<file path="config.mk">
export PLATFORM = sky130hd
export DESIGN_NAME = program_loader
export DESIGN_NICKNAME = d
export VERILOG_FILES = /design/src/rtl/program_loader.sv
export SDC_FILE = /design/constraint.sdc
export NUM_CORES = 1
export LEC_CHECK = 0
export ABC_AREA = 1
export CELL_PAD_IN_SITES_DETAIL_PLACEMENT = 0
export CELL_PAD_IN_SITES_GLOBAL_PLACEMENT = 1
export CORE_ASPECT_RATIO = 0.9
export CORE_MARGIN = 2
export CORE_UTILIZATION = 49
export DETAILED_ROUTE_END_ITERATION = 6
export DONT_BUFFER_PORTS = 1
export MAX_ROUTING_LAYER = met4
export PLACE_DENSITY_LB_ADDON = 0.1
export SLEW_MARGIN = 20
export SYNTH_ARGS = -nofsm -noshare
export SYNTH_HDL_FRONTEND = slang
export SYNTH_SLANG_ARGS = --single-unit
</file>
<file path="constraint.sdc">
create_clock -name clk -period 4.3 [get_ports clk]
set_input_delay 0.645 -clock clk [delete_from_list [all_inputs] [get_ports clk]]
set_output_delay 0.645 -clock clk [all_outputs]
set_load 0.005 [all_outputs]
</file>
<file path="src/rtl/program_loader.sv">
// Host-stream loader for the pipeline core: pairs instruction/data words and writes
// them into core memory with a setup/strobe/hold sequence, then releases the core.
module program_loader #(
  parameter int ADDR_W = 7,
  parameter int WORD_W = 32
) (
  input  logic              clk,
  input  logic              rst,
  input  logic              start,
  input  logic              in_valid,
  input  logic [WORD_W-1:0] in_word,
  input  logic              in_last,
  output logic              in_ready,
  output logic [WORD_W-1:0] instruction,
  output logic [ADDR_W-1:0] instructionAddress,
  output logic [WORD_W-1:0] data,
  output logic [ADDR_W-1:0] dataAddress,
  output logic              writeEnable,
  output logic              busy,
  output logic              cpu_run,
  output logic [ADDR_W:0]   pairs_written
);

  typedef enum logic [2:0] {
    IDLE   = 3'd0,
    GET_I  = 3'd1,
    GET_D  = 3'd2,
    SETUP  = 3'd3,
    STROBE = 3'd4,
    HOLD   = 3'd5,
    DONE   = 3'd6
  } state_t;

  localparam logic [ADDR_W-1:0] ADDR_ONE  = 1;
  localparam logic [ADDR_W-1:0] ADDR_LAST = '1;
  localparam logic [ADDR_W:0]   CNT_ONE   = 1;

  state_t            state, nextState;
  logic [ADDR_W-1:0] addr;
  logic              endFlag;
  logic              xfer;
  logic              startOk;

  // in_ready is a flop that mirrors GET_I/GET_D, so xfer has no input-to-output path
  assign xfer    = in_valid && in_ready;
  assign startOk = start && (state == IDLE || state == DONE);

  always_ff @(posedge clk or posedge rst) begin
    if (rst) state <= IDLE;
    else     state <= nextState;
  end

  always_comb begin
    nextState = state;
    unique case (state)
      IDLE:    if (start) nextState = GET_I;
      GET_I:   if (xfer)  nextState = in_last ? SETUP : GET_D;
      GET_D:   if (xfer)  nextState = SETUP;
      SETUP:   nextState = STROBE;
      STROBE:  nextState = HOLD;
      HOLD:    nextState = endFlag ? DONE : GET_I;
      DONE:    if (start) nextState = GET_I;
      default: nextState = IDLE;
    endcase
  end

  // Status outputs are registered from the next state so they align with it
  always_ff @(posedge clk or posedge rst) begin
    if (rst) begin
      in_ready    <= 1'b0;
      writeEnable <= 1'b0;
      busy        <= 1'b0;
      cpu_run     <= 1'b0;
    end else begin
      in_ready    <= (nextState == GET_I) || (nextState == GET_D);
      writeEnable <= (nextState == STROBE);
      busy        <= (nextState != IDLE) && (nextState != DONE);
      cpu_run     <= (nextState == DONE);
    end
  end

  always_ff @(posedge clk or posedge rst) begin
    if (rst) begin
      instruction   <= '0;
      data          <= '0;
      addr          <= '0;
      endFlag       <= 1'b0;
      pairs_written <= '0;
    end else begin
      if (state == GET_I && xfer) begin
        instruction <= in_word;
        if (in_last) begin
          data    <= '0;
          endFlag <= 1'b1;
        end
      end
      // The last address forces the end flag so the counter never wraps onto pair 0
      if (state == GET_D && xfer) begin
        data <= in_word;
        if (in_last || addr == ADDR_LAST) endFlag <= 1'b1;
      end
      if (state == HOLD) begin
        pairs_written <= pairs_written + CNT_ONE;
        if (!endFlag) addr <= addr + ADDR_ONE;
      end
      if (startOk) begin
        addr          <= '0;
        pairs_written <= '0;
        endFlag       <= 1'b0;
      end
    end
  end

  assign instructionAddress = addr;
  assign dataAddress        = addr;

endmodule

</file>
* Yosys cells after proc, flatten, opt, wreduce, memory -nomap -nowiden
Index checks and enable logic that the tools add are counted.
Word-level totals: output and inout bits 90, logic and storage cells 60, flip-flop bits (word level) 87
Operators by class: mux-type cells 19, $add $sub $neg 2, equal/unequal tests 13, reduce and logical (&&, ||, !) cells 16
Operators with widths (number):
- $mux W32 | 3
- $mux W7 | 3
- $pmux W3 S6 | 1
- $mux W8 | 2
- $eq A3 B3 Y1 const B | 5
- $mux W3 | 4
- $eq A3 B2 Y1 const B | 3
- $add A8 B1 Y8 const B | 1
- $add A7 B1 Y7 const B | 1
- $eq A7 B7 Y1 const B | 1
- $eq A3 B1 Y1 const B | 2
- $mux W1 | 6
- $reduce_bool A2 Y1 | 3
- $logic_and A1 B1 Y1 | 5
- $reduce_and A2 Y1 | 2
- $logic_not A3 Y1 | 1
- $logic_or A1 B1 Y1 | 3
- $ne A3 B3 Y1 const B | 1
- $reduce_bool A3 Y1 | 1
- $ne A2 B1 Y1 const B | 1
- $reduce_or A2 Y1 | 1

* Longest topological paths before layout
depth in word-level cells 6, mapped depth 9, depth with buffers taken out 8

* Worst setup path after synthesis
OpenSTA, ideal clock, no wires.
path type in2reg, from in in_valid, to reg data[11], path buffers 1, setup time 125 ps, required time 4175 ps, stages on the path 6, setup slack 2839 ps, data arrival time 1337 ps, path through nand2_1 > inv_1 > nand3_4 > o21ai_4 > buf_6 > o22ai_1
On the way: word-level cells in the longest chain between the ends 4, elaborated cells on any way between the ends 7, classes of those cells 1 x mux; 6 x reduce/logical
Ends and longest elaborated chain:
- start, declared | line 10 | input logic in_valid,
- $logic_and A1 B1 Y1 (*) | line 45 | assign xfer = in_valid && in_ready;
- $logic_and A1 B1 Y1 (on tied branches) | line 90, 98
- $reduce_bool A2 Y1 (no source line)
- $reduce_and A2 Y1 (no source line)
- end signal, assigned | line 99 | data <= in_word;
- end, declared | line 16 | output logic [WORD_W-1:0] data,
Every way passes the cells marked *; elsewhere a longest branch is shown, timed or not. A chain may end at the register's enable or synchronous reset.

* Worst setup path in the final report
from reg state[0], to reg data[3]
On the way: word-level cells in the longest chain between the ends 4, elaborated cells on any way between the ends 8, classes of those cells 2 x eq/ne; 1 x mux; 5 x reduce/logical
Ends and longest elaborated chain:
- start, declared | line 38 | state_t state, nextState;
- start signal, assigned | line 50 | else state <= nextState;
- $eq A3 B1 Y1 or $eq A3 B2 Y1 (tied branches) | line 90, 98
- $logic_and A1 B1 Y1 (on tied branches) | line 90, 98
- $reduce_bool A2 Y1 (no source line)
- $reduce_and A2 Y1 (no source line)
Parallel ways exist; a longest one is shown, timed or not.

==> key figures <==
Synthesis
  – Mapped cell area: 3782 µm²
  – Mapped Cells: 431
  – Netlist cell types: 29
  – Seq/Total Area, Yosys: 0.5756
  – Synth Register Bits: 87
  – YS warnings: 0
  – Syn Nets: 470
  – Syn avg cell area: 8.776 µm²

Critical path
  – Crit path max fanout: 55
  – Slowest cell delay on critical path: 0.86 ns
  – Worst path slowest cell: o21ai_4
  – CP startpoint: state[0]$_DFF_PP0_
  – Worst r2r dst: data[3]$_DFFE_PP0P_
  – CP startpoint kind: register
  – Worst flop-to-flop path startpoint: state[0]$_DFF_PP0_
  – Crit path required time: 4.50 ns
  – End point of the critical path: data[3]$_DFFE_PP0P_
  – CP Capture Type: register
  – CP arrival: 2.55 ns
  – Worst-path cell chain: inv_2 > nor2_4 > nand3_4 > o21ai_4 > o21ai_0
  – CP Class: reg2reg
  – R2R setup slack: 1.95 ns
  – R2R depth: 5

Clock network
  – CTS resizes: 0
  – CTS Root Buffer Type: clkbuf_8
  – CTS clk-pin slew, worst paths: 0.09 ns
  – Maximum clock path buffer count: 2
  – CTS tree: done
  – Post-CTS setup repair buffer count: 0
  – CTS sink count: 87
  – Clock latency of the later-clocked register in the worst-skew pair: 0.35 ns
  – CTS Hold Bufs: 0
  – Num CTS Buffers: 9
  – H-tree depth: 3

Cells and area
  – Share of post-route cells with drive strength above 1: 0.06808
  – Finished Cell Area: 3988 µm²
  – # diodes: 0
  – Fin nets: 461
  – Area grow syn2layout: 5.425%
  – Commonest non-fill, non-tap cell in the layout: nand2_1
  – Final core occ: 0.5312
  – Leading cell types in the layout, fill and taps excluded: 114 x nand2_1, 87 x dfrtp_1, 78 x inv_1, 38 x o21ai_0
  – Fillcell total: 718

Global routing
  – Number of global-route vias before repair: 2643
  – GRT Util Overall: 0.2022
  – Initial antenna violation count: 0
  – First-pass GRT wire length: 13.23 mm
  – Global routing usage on met1: 0.2594
  – Met2 usage: 0.3011
  – Grt total ovfl: 0
  – Most Crowded Layer GR: met2
  – Pin count of the biggest net entering global routing: 62
  – GR Util met3: 0.07705

Die
  – Die ar.: 8439 µm²
  – Core ar.: 7507 µm²
  – Die Height: 87.35 µm
  – Chip width: 96.61 µm
  – # rows: 30
  – Initial Util: 0.5038
  – Top Ports: 127

Routing
  – ANT nets after route: 0
  – Vias/cell: 5.057
  – Vias: 2640
  – Initial DRC count: 126
  – Final wirelength: 7.876 mm
  – Avg WL per Cell: 15.09 µm
  – DRC Markers: 0
  – First drt pass iteration count: 4

Pwr
  – P per Cell Area: 682.3 nW/µm²
  – Logic pwr share: 0.232
  – Switching power: 0.0009987 W
  – Sw frac: 0.3671
  – VDD IR max: 333.3 µV
  – Design Power: 0.002721 W
  – Static Leak: 2.098 nW
  – Int Power: 0.001722 W
  – Sequential Power Share: 0.536
  – Clk pwr share: 0.232

Place
  – DP Worst Slack: 1.703 ns
  – RD Place Congestion: 0.7728
  – # port buffers: 0
  – Area post-placement: 3767 µm²
  – DPL Wire Length: 5.354 mm

Run status
  – Status: finished clean

STA
  – Max Fclk: 426.1 MHz
  – Setup Viol. Count Final: 0
  – Clock Skew: 0.008522 ns
  – Setup TNS: 0 ns
  – Unrepaired setup endpoints after global routing: no
  – Relative slew slack: 0.4498
  – Final Max Slew Viols: 0
  – Post-route setup slack: 1.953 ns
  – Period minus WS final: 2.347 ns
  – Least-Margin Pin Slew: 0.8222 ns
  – Tcrit/Tclk final: 0.5458
  – Hold Fails Final Rpt: 0

Worst hold path
  – Hold Crit Class: in2async

Job
  – Max-cap viol count: 0
[worst min path at each step]
stage,start,to,slack [ns],depth (start not counted)
global route,rst,instruction[14]$_DFFE_PP0N_,0.34,1
detailed placement,instruction[1]$_DFFE_PP0N_,instruction[1]$_DFFE_PP0N_,0.50,2
finish,rst,instruction[12]$_DFFE_PP0N_,0.28,1
global placement,instruction[22]$_DFFE_PP0N_,instruction[22]$_DFFE_PP0N_,0.49,2
CTS,in_word[31],instruction[31]$_DFFE_PP0N_,0.37,2
floorplan,instruction[0]$_DFFE_PP0N_,instruction[0]$_DFFE_PP0N_,0.47,2
[worst max-delay path: cells and delay by family (launching register included)]
family | cells | cell delay [ns]
compound gates | 2 | 1.05
buf+inv | 1 | 0.08
flops | 1 | 0.45
simple gates | 2 | 0.58
[flip-flops by register name, indices dropped and copies added (netlist names), 3 cells and up]
register and cells:
state 3, instruction 32, pairs_written 8, dataAddress 7
data 32
[per-stage QoR]
step	hold WS, ns	instances
5_1_grt	0.3439	522
3_3_place_gp	0.4935	507
2_1_floorplan	0.4724	431
4_1_cts	0.3739	522
3_5_place_dp	0.4981	507
6_report	0.2827	522
[metal layers]
| layer | wire length [µm] | vias to the layer above | share of wire |
|---|---|---|---|
| met3 | 658 | 9 | 0.084 |
| met4 | 91 | 0 | 0.012 |
| li1 | - | 1310 | - |
| met2 | 3611 | 92 | 0.46 |
| met5 | 0 | - | 0 |
| met1 | 3516 | 1229 | 0.45 |
[power groups by stage]
stage	logic [W]	clock network, W	registers, W
floorplan	0.000565	0	0.00137
global route	0.000756	0.000684	0.00150
CTS	0.000642	0.000649	0.00147
global placement	0.000619	0	0.00148
finish	0.000631	0.000632	0.00146
detailed placement	0.000646	0	0.00147
[kinds of logic after synthesis]
group	count (synthesis)	share of synthesized area
simple gates	165	0.1862
fa+ha+maj	2	0.006615
xor+xnor	3	0.006948
compound gates	71	0.1052
buf+inv	103	0.1194
flops	87	0.5756
[cell type report]
cell class	instances	area, µm²	area share
clock inverters	5	81.33	0.02040
inverters	82	310.3	0.07782
multi-input cells	241	1154	0.2893
clock buffers	10	137.6	0.03452
flip-flops and latches	87	2177	0.5460
repair buffers	1	7.507	0.001883
well taps	96	120.1	0.03012
[synthesized netlist by cell type, drive strengths merged]
cell type,n,share of area
a21o,1,0.0020
a21oi,7,0.0093
a31oi,1,0.0017
buf,16,0.033
clkbuf,5,0.0050
dfrtp,87,0.58
ha,2,0.0066
inv,82,0.081
nand2,115,0.11
nand3,23,0.036
nand4,1,0.0017
nor2,20,0.024
nor3,4,0.0053
nor3b,1,0.0020
o21a,1,0.0020
o21ai,41,0.057
o22ai,20,0.033
or2,1,0.0017
xor2,3,0.0069
Power figures use the tool's default switching activity.
